[config.mk]
export PLATFORM = sky130hd
export DESIGN_NAME = instruction_fetch_flat
export DESIGN_NICKNAME = d
export VERILOG_FILES = /design/src/rtl/instruction_fetch_if.sv /design/src/rtl/instruction_fetch.sv /design/src/flat_wrapper.sv
export SDC_FILE = /design/constraint.sdc
export NUM_CORES = 1
export LEC_CHECK = 0
export CAP_MARGIN = 20
export CORE_UTILIZATION = 39
export CTS_CLUSTER_SIZE = 16
export DETAILED_ROUTE_END_ITERATION = 8
export HOLD_SLACK_MARGIN = 0.1
export PLACE_DENSITY = 0.81
export SLEW_MARGIN = 40
export SYNTH_ARGS = -nofsm -noshare
export SYNTH_HDL_FRONTEND = slang
export SYNTH_SLANG_ARGS = --single-unit
[constraint.sdc]
create_clock -name clk -period 3.4 [get_ports clk]
set_input_delay 0.34 -clock clk [delete_from_list [all_inputs] [get_ports clk]]
set_output_delay 0.34 -clock clk [all_outputs]
set_load 0.05 [all_outputs]
[src/rtl/instruction_fetch_if.sv]
// rtl/instruction_fetch_if.sv - instruction memory read bus between fetch and imem
interface instruction_fetch_if;
    logic        imem_req;
    logic [31:0] imem_addr;
    logic        imem_ack;
    logic [31:0] imem_rdata;

    modport master (
        output imem_req,
        output imem_addr,
        input  imem_ack,
        input  imem_rdata
    );

    modport slave (
        input  imem_req,
        input  imem_addr,
        output imem_ack,
        output imem_rdata
    );
endinterface

[src/rtl/instruction_fetch.sv]
// rtl/instruction_fetch.sv - single-outstanding instruction fetch FSM with timeout and redirect
module instruction_fetch #(
    parameter int TIMEOUT = 16
) (
    input  logic                       clk,
    input  logic                       reset,
    input  logic [31:0]                pc,
    output logic [31:0]                next_pc,
    input  logic                       branch_taken,
    input  logic [31:0]                branch_target,
    instruction_fetch_if.master        imem,
    output logic [31:0]                instr,
    output logic [31:0]                instr_pc,
    output logic                       instr_valid,
    input  logic                       stall,
    output logic                       fetch_error
);
    localparam logic [1:0] IDLE  = 2'd0;
    localparam logic [1:0] FETCH = 2'd1;
    localparam logic [1:0] HOLD  = 2'd2;
    localparam logic [1:0] ERROR = 2'd3;

    localparam logic [7:0] LAST_WAIT = 8'(TIMEOUT - 1);

    logic [1:0] state;
    logic [7:0] wait_cnt;
    logic       misaligned;

    assign misaligned = |pc[1:0];

    // A redirect drops the request so any ack arriving in the same cycle is discarded.
    always_comb begin
        imem.imem_req  = 1'b0;
        imem.imem_addr = pc;
        next_pc        = pc;
        if (reset) begin
            next_pc = 32'h0;
        end else if (branch_taken) begin
            next_pc = branch_target;
        end else if (state == FETCH && !misaligned) begin
            imem.imem_req = 1'b1;
            if (imem.imem_ack) begin
                next_pc = pc + 32'd4;
            end
        end
    end

    always_ff @(posedge clk) begin
        if (reset) begin
            state       <= IDLE;
            wait_cnt    <= 8'd0;
            instr       <= 32'h0;
            instr_pc    <= 32'h0;
            instr_valid <= 1'b0;
            fetch_error <= 1'b0;
        end else if (branch_taken) begin
            state       <= FETCH;
            wait_cnt    <= 8'd0;
            instr_valid <= 1'b0;
            fetch_error <= 1'b0;
        end else begin
            case (state)
                IDLE: state <= FETCH;
                FETCH: begin
                    if (misaligned) begin
                        fetch_error <= 1'b1;
                        wait_cnt    <= 8'd0;
                        state       <= ERROR;
                    end else if (imem.imem_ack) begin
                        instr       <= imem.imem_rdata;
                        instr_pc    <= pc;
                        instr_valid <= 1'b1;
                        wait_cnt    <= 8'd0;
                        state       <= HOLD;
                    end else if (wait_cnt == LAST_WAIT) begin
                        fetch_error <= 1'b1;
                        wait_cnt    <= 8'd0;
                        state       <= ERROR;
                    end else begin
                        wait_cnt <= wait_cnt + 8'd1;
                    end
                end
                HOLD: begin
                    if (!stall) begin
                        instr_valid <= 1'b0;
                        state       <= FETCH;
                    end
                end
                default: state <= ERROR;
            endcase
        end
    end
endmodule
[src/flat_wrapper.sv]
// flat-port wrapper written by rule: the top's interface ports become plain ports
module instruction_fetch_flat 
#(
    parameter int TIMEOUT = 16
)
  (clk, reset, pc, next_pc, branch_taken, branch_target, instr, instr_pc, instr_valid, stall, fetch_error, imem_imem_req, imem_imem_addr, imem_imem_ack, imem_imem_rdata);
  instruction_fetch_if imem_i ();
  input  logic clk;
  input  logic reset;
  input  logic [31:0] pc;
  output logic [31:0] next_pc;
  input  logic branch_taken;
  input  logic [31:0] branch_target;
  output logic [31:0] instr;
  output logic [31:0] instr_pc;
  output logic instr_valid;
  input  logic stall;
  output logic fetch_error;
  output wire logic [$bits(imem_i.imem_req)-1:0] imem_imem_req;
  output wire logic [$bits(imem_i.imem_addr)-1:0] imem_imem_addr;
  input wire logic [$bits(imem_i.imem_ack)-1:0] imem_imem_ack;
  input wire logic [$bits(imem_i.imem_rdata)-1:0] imem_imem_rdata;
  assign imem_imem_req = imem_i.imem_req;
  assign imem_imem_addr = imem_i.imem_addr;
  assign imem_i.imem_ack = imem_imem_ack;
  assign imem_i.imem_rdata = imem_imem_rdata;
  instruction_fetch #(.TIMEOUT(TIMEOUT)) u_core (.clk(clk), .reset(reset), .pc(pc), .next_pc(next_pc), .branch_taken(branch_taken), .branch_target(branch_target), .imem(imem_i), .instr(instr), .instr_pc(instr_pc), .instr_valid(instr_valid), .stall(stall), .fetch_error(fetch_error));
endmodule
==> results.json, run 1 <==
{
  "relSlewSlack": 0.6225,
  "antenna_cells": 0,
  "hold_buffers": 0,
  "antenna_found_initial": 0,
  "post_drt_via_cell_ratio": 5.438,
  "finalSetupViolations": 0,
  "place_ws_ns": -0.04113,
  "rows": 37,
  "async_flop_share": 0,
  "grt-ovfl-total": 0,
  "power_per_cell_area_nw_per_um2": 333.9,
  "max_freq_mhz": 299.7,
  "grt_pass1_wl_um": 24010,
  "num_io_pins": 232,
  "finalWirelength_um": 15450,
  "rsz0062_at_grt": "no",
  "synth_cell_types": 46,
  "wl_per_cell_um": 16.79,
  "ys_seq_elements": 76,
  "worst-setup-path-type": "input pin to primary output",
  "vias": 5003,
  "drt_iter0_drc": 284,
  "antenna_left": 0,
  "final_common_cell": "clkdlybuf4s50_1",
  "fin_skew_ns": 0.01023,
  "nFillCells": 819,
  "gp_congestion": 0.8621,
  "drc": 0,
  "cts_tree": "built",
  "mostFrequentLayoutCells": "199 x clkdlybuf4s50_1, 145 x nand2_1, 75 x dfxtp_1",
  "die_w_um": 105.3,
  "ys_warn_count": 0,
  "htreeDepth": 3,
  "drv_slew": 0,
  "die_height_um": 105.3,
  "syn_area_per_cell_um2": 7.244,
  "hold_viol": 0,
  "clk_latency_ns": 0.35,
  "root_buffer": "clkbuf_8",
  "timing.final.ws_setup_ns": 0.06386,
  "synth.area.top_cells": "dfxtp_1 37%, nand2_1 13%, a21oi_1 8.7%, buf_4 5.8%, a311oi_1 3.6%",
  "synth_edf_count": 0,
  "period_minus_slack_ns": 3.336,
  "critPathLaunchType": "input pin",
  "layout-drive-gt1-share": 0.1301,
  "endpoint_kind": "primary output",
  "ys_seq_area_frac": 0.3653,
  "synth_cells": 575,
  "track_usage": 0.2724,
  "layout-area-overhead-vs-synth_pct": 72.00,
  "grt_pass1_vias": 4859,
  "cts_buffer_depth": 2,
  "ir_drop_mv": 0.2265,
  "ys.flop_type": "dfxtp_1",
  "multi_input_area_um2": 2278,
  "cap_violations": 0,
  "nets": 882,
  "cts_num_sinks": 76,
  "placed_cell_area_um2": 6867,
  "grt_max_degree": 53,
  "cts_buffers": 9,
  "die_area_um2": 11100,
  "dr.pass1.iters": 5,
  "tightest_slew_ns": 0.5645,
  "hold_path.class": "flop to flop",
  "timing.final.crit_share": 0.9812,
  "outcome": "complete, no violations",
  "post-dp-hpwl_um": 11490,
  "synth_nets": 678,
  "regArea_um2": 1523,
  "leakage_nw": 2.497,
  "start_util": 0.4035,
  "arrival_ns": 3.00,
  "synth_area_um2": 4165,
  "core-area_um2": 10320,
  "path_max_fanout": 7,
  "worst_ep_required_time_ns": 3.06,
  "final_area_um2": 7164,
  "yosysTopAreaCell": "dfxtp_1",
  "io_buffer_count": 231,
  "synth_top_area_share": 0.3653,
  "clkTransAtPathRegs_ns": 0.09
}
## cells in the mapped netlist (8+ instances only)
cell type,count
nor3_1,8
nand2_1,145
o31ai_1,8
dfxtp_1,76
xnor2_1,8
clkbuf_1,39
a211oi_1,14
nand3_1,13
and3_1,8
inv_1,8
o21ai_0,10
nand4_1,9
a311oi_1,17
nor2_1,36
or4_1,8
a21oi_1,72
buf_4,32
## worst max-delay path: stages
cell and delay, ns:
clkdlybuf4s50_1 0.44, or4b_4 0.57, buf_4 0.17, or3_4 0.43
or4_1 0.53, a311oi_2 0.34, buf_12 0.18
## sequential cells by signal, summed over array words and instances (netlist names)
| signal | count |
|---|---|
| u_core.wait_cnt | 8 |
| u_core.instr_pc | 32 |
| u_core.fetch_error | 1 |
| u_core.instr | 32 |
| u_core.instr_valid | 1 |
| u_core.state | 2 |
## worst paths after layout
check	from	end	slack, ns	cells past startpoint
setup / recovery	pc[1]	next_pc[22]	0.06	7
hold / removal	u_core.instr[6]	u_core.instr[6]	0.46	2
setup reg to reg	u_core.state[1]	u_core.wait_cnt[6]	1.36	6
hold reg to reg	u_core.instr[6]	u_core.instr[6]	0.46	2
## cell type report
cell class | count | area share
inverters | 9 | 0.004715
well taps | 136 | 0.02375
clock buffers | 11 | 0.01973
clock inverters | 5 | 0.01153
flip-flops and latches | 76 | 0.2125
multi-input cells | 414 | 0.3180
repair buffers | 269 | 0.4097
## through the flow
step | total power (W) | std cells | utilization | hold WS (ns) | setup TNS, ns
3_5_place_dp | 0.001616 | 900 | 0.6651 | 0.4455 | -0.1596
6_report | 0.002392 | 920 | 0.6940 | 0.4574 | 0
2_1_floorplan | 0.001278 | 575 | - | 0.4450 | -0.03103
4_1_cts | 0.002405 | 916 | 0.6873 | 0.4387 | 0
5_1_grt | 0.002476 | 920 | 0.6940 | 0.4695 | 0
3_3_place_gp | 0.001608 | 900 | 0.6651 | 0.4412 | -0.04711
## power breakdown
part | total, W | leakage [nW] | internal [W] | switching (W)
combinational | 0.000691 | 1.77 | 0.000305 | 0.000385
sequential | 0.000907 | 0.614 | 0.000900 | 0.00000707
clock | 0.000794 | 0.114 | 0.000438 | 0.000356
total | 0.00239 | 2.50 | 0.00164 | 0.000748
## timing repair
item / CTS / global route
buffers inserted: 0 / 3
gates cloned: 0 / 1
pin swaps: 1 / 5
endpoints found under the setup margin: 5 / 8
hold endpoints to repair: 0 / 0
resized for setup: 1 / 6
## cell families after synthesis
| group | after synthesis | share of synthesized area |
|---|---|---|
| XOR/XNOR | 10 | 0.02103 |
| adder cells (fa/ha/maj) | 2 | 0.006007 |
| AO/OA/AOI/OAI | 137 | 0.2061 |
| multiplexers | 4 | 0.009913 |
| buffers and inverters | 85 | 0.1060 |
| flip-flops | 76 | 0.3653 |
| AND/OR/NAND/NOR | 261 | 0.2857 |
## per-layer routing
metal | global-route usage | vias to the layer above | routed length [um]
li1 | - | 2388 | -
met2 | 0.5014 | 228 | 7889
met1 | 0.3125 | 2363 | 6170
met4 | 0.09054 | 0 | 278
met3 | 0.05318 | 24 | 1111
met5 | 0 | - | 0
(Power assumes the default switching activity.)
==> run 2: changes to the inputs <==
--- a/config.mk
+++ b/config.mk
@@ -11,6 +11,7 @@
 export DETAILED_ROUTE_END_ITERATION = 8
 export HOLD_SLACK_MARGIN = 0.1
 export PLACE_DENSITY = 0.81
+export SETUP_SLACK_MARGIN = 0.4
 export SLEW_MARGIN = 40
 export SYNTH_ARGS = -nofsm -noshare
 export SYNTH_HDL_FRONTEND = slang
==> results.json, run 2 (same netlist as run 1, synthesis figures left out) <==
{
  "outcome": "complete, no violations",
  "root_buffer": "clkbuf_8",
  "reg2reg_depth": 6,
  "htreeDepth": 3,
  "placed_cell_area_um2": 6989,
  "tightest_slew_ns": 0.6735,
  "ir_drop_mv": 0.2068,
  "cp_cell_sequence": "or4b_4 -> or4_4 -> buf_8 -> buf_4 -> o31ai_1 -> a311oi_4 -> buf_12",
  "drv_slew": 0,
  "drc": 0,
  "period_minus_slack_ns": 3.116,
  "endpoint_kind": "primary output",
  "crit_family": "simple AND/OR/NAND/NOR gates",
  "die_height_um": 105.3,
  "layout-area-overhead-vs-synth_pct": 78.52,
  "cts_buffer_depth": 2,
  "layout-drive-gt1-share": 0.1743,
  "num_io_pins": 232,
  "cp.depth": 7,
  "holdWs_ns": 0.4091,
  "hp-start": "pc[17]",
  "multi_input_area_um2": 2547,
  "power_per_cell_area_nw_per_um2": 322.7,
  "finalWirelength_um": 16250,
  "cap_violations": 0,
  "clkTransAtPathRegs_ns": 0.08,
  "critical-path-max-stage-delay_ns": 0.56,
  "track_usage": 0.2867,
  "antenna_cells": 0,
  "cp_num_buf_inv": 3,
  "nets": 885,
  "post-dp-hpwl_um": 11720,
  "critPathCapture": "next_pc[23]",
  "mostFrequentLayoutCells": "192 x clkdlybuf4s50_1, 143 x nand2_1, 74 x dfxtp_1",
  "hold_viol": 0,
  "antenna_left": 0,
  "vias": 5074,
  "critPathLaunchType": "flop",
  "rows": 37,
  "cts_tree": "built",
  "r2r_slack_ns": 1.11,
  "reg_top3": "u_core.instr (32), u_core.instr_pc (32), u_core.wait_cnt (8)",
  "hold_path_depth": 3,
  "post_drt_via_cell_ratio": 5.503,
  "r2r-end": "u_core.wait_cnt[7]",
  "nFillCells": 759,
  "drt_iter0_drc": 376,
  "worst-setup-path-type": "flop to primary output",
  "finalPower_w": 0.002399,
  "dr.pass1.iters": 5,
  "clk_latency_ns": 0.36,
  "die_area_um2": 11100,
  "r2r_start": "u_core.state[1]",
  "final_common_cell": "clkdlybuf4s50_1",
  "cts_num_sinks": 76,
  "core-area_um2": 10320,
  "finalSetupViolations": 0,
  "io_buffer_count": 231,
  "path_max_fanout": 6,
  "startpoint": "u_core.state[1]",
  "max_freq_mhz": 320.9,
  "hold_path.class": "input pin to flop",
  "worst_ep_required_time_ns": 3.06,
  "timing.final.crit_share": 0.9166,
  "start_util": 0.4035,
  "grt_max_degree": 50,
  "regArea_um2": 1526,
  "grt_pass1_wl_um": 25420,
  "fin_skew_ns": 0.01508,
  "wl_per_cell_um": 17.63,
  "gp_congestion": 0.8406,
  "crit_slowest_cell": "or4b_4",
  "final_area_um2": 7436,
  "arrival_ns": 2.78,
  "relSlewSlack": 0.5510,
  "rsz0062_at_grt": "yes",
  "antenna_found_initial": 0,
  "cts_buffers": 9,
  "die_w_um": 105.3,
  "hold_buffers": 0,
  "grt-ovfl-total": 0,
  "leakage_nw": 2.603,
  "grt_pass1_vias": 5065
}
==> run 2: worst register-to-register path, delay by kind of cell (launching register included) <==
kind / cells / cell delay [ns]
flip-flops: 1 / 0.35
AND/OR/NAND/NOR: 1 / 0.56
buffers and inverters: 2 / 0.48
AO/OA/AOI/OAI: 3 / 0.82
==> run 2: worst min-delay path by stage <==
stage               slack [ns]                   to
floorplan                 0.44   u_core.wait_cnt[7]
global placement          0.44     u_core.instr[14]
detailed placement        0.45  u_core.instr_pc[30]
CTS                       0.43   u_core.instr_pc[3]
global route              0.43  u_core.instr_pc[17]
finish                    0.41  u_core.instr_pc[17]
==> run 2: timing repair <==
item | in CTS | in global routing
setup buffers | 6 | 1
gates resized for setup | 23 | 20
endpoints found under the setup margin | 15 | 17
pin swaps | 14 | 7
cloned | 2 | 0
==> run 2: layer usage <==
layer  vias up  GRT usage  routed length (um)
met5         -          0                   0
met4         0     0.1187                 521
met3        40    0.05999                1172
met2       249     0.5056                8214
met1      2383     0.3359                6344
li1       2402          -                   -
==> run 2: report_power, final <==
group | internal, W | switching [W]
Combinational | 0.000314 | 0.000406
Sequential | 0.000900 | 0.00000643
Clock | 0.000411 | 0.000362
==> run 2: cell type report <==
| class | instances | share of cell area |
|---|---|---|
| timing repair buffer | 271 | 0.3963 |
| clock inverter | 6 | 0.01178 |
| inverter | 9 | 0.004543 |
| sequential | 76 | 0.2053 |
| multi-input combinational | 415 | 0.3426 |
| clock buffer | 9 | 0.01666 |
| tap | 136 | 0.02288 |
==> run 2: through the flow <==
step	cells	setup TNS (ns)	utilization	setup WS [ns]
after CTS	921	0	0.7126	0.2909
after global routing	922	0	0.7203	0.1947
after floorplan	575	-0.02572	-	-0.02572
after global placement	898	0	0.6770	0.07979
after detailed placement	898	0	0.6770	0.05378
final	922	0	0.7203	0.2837
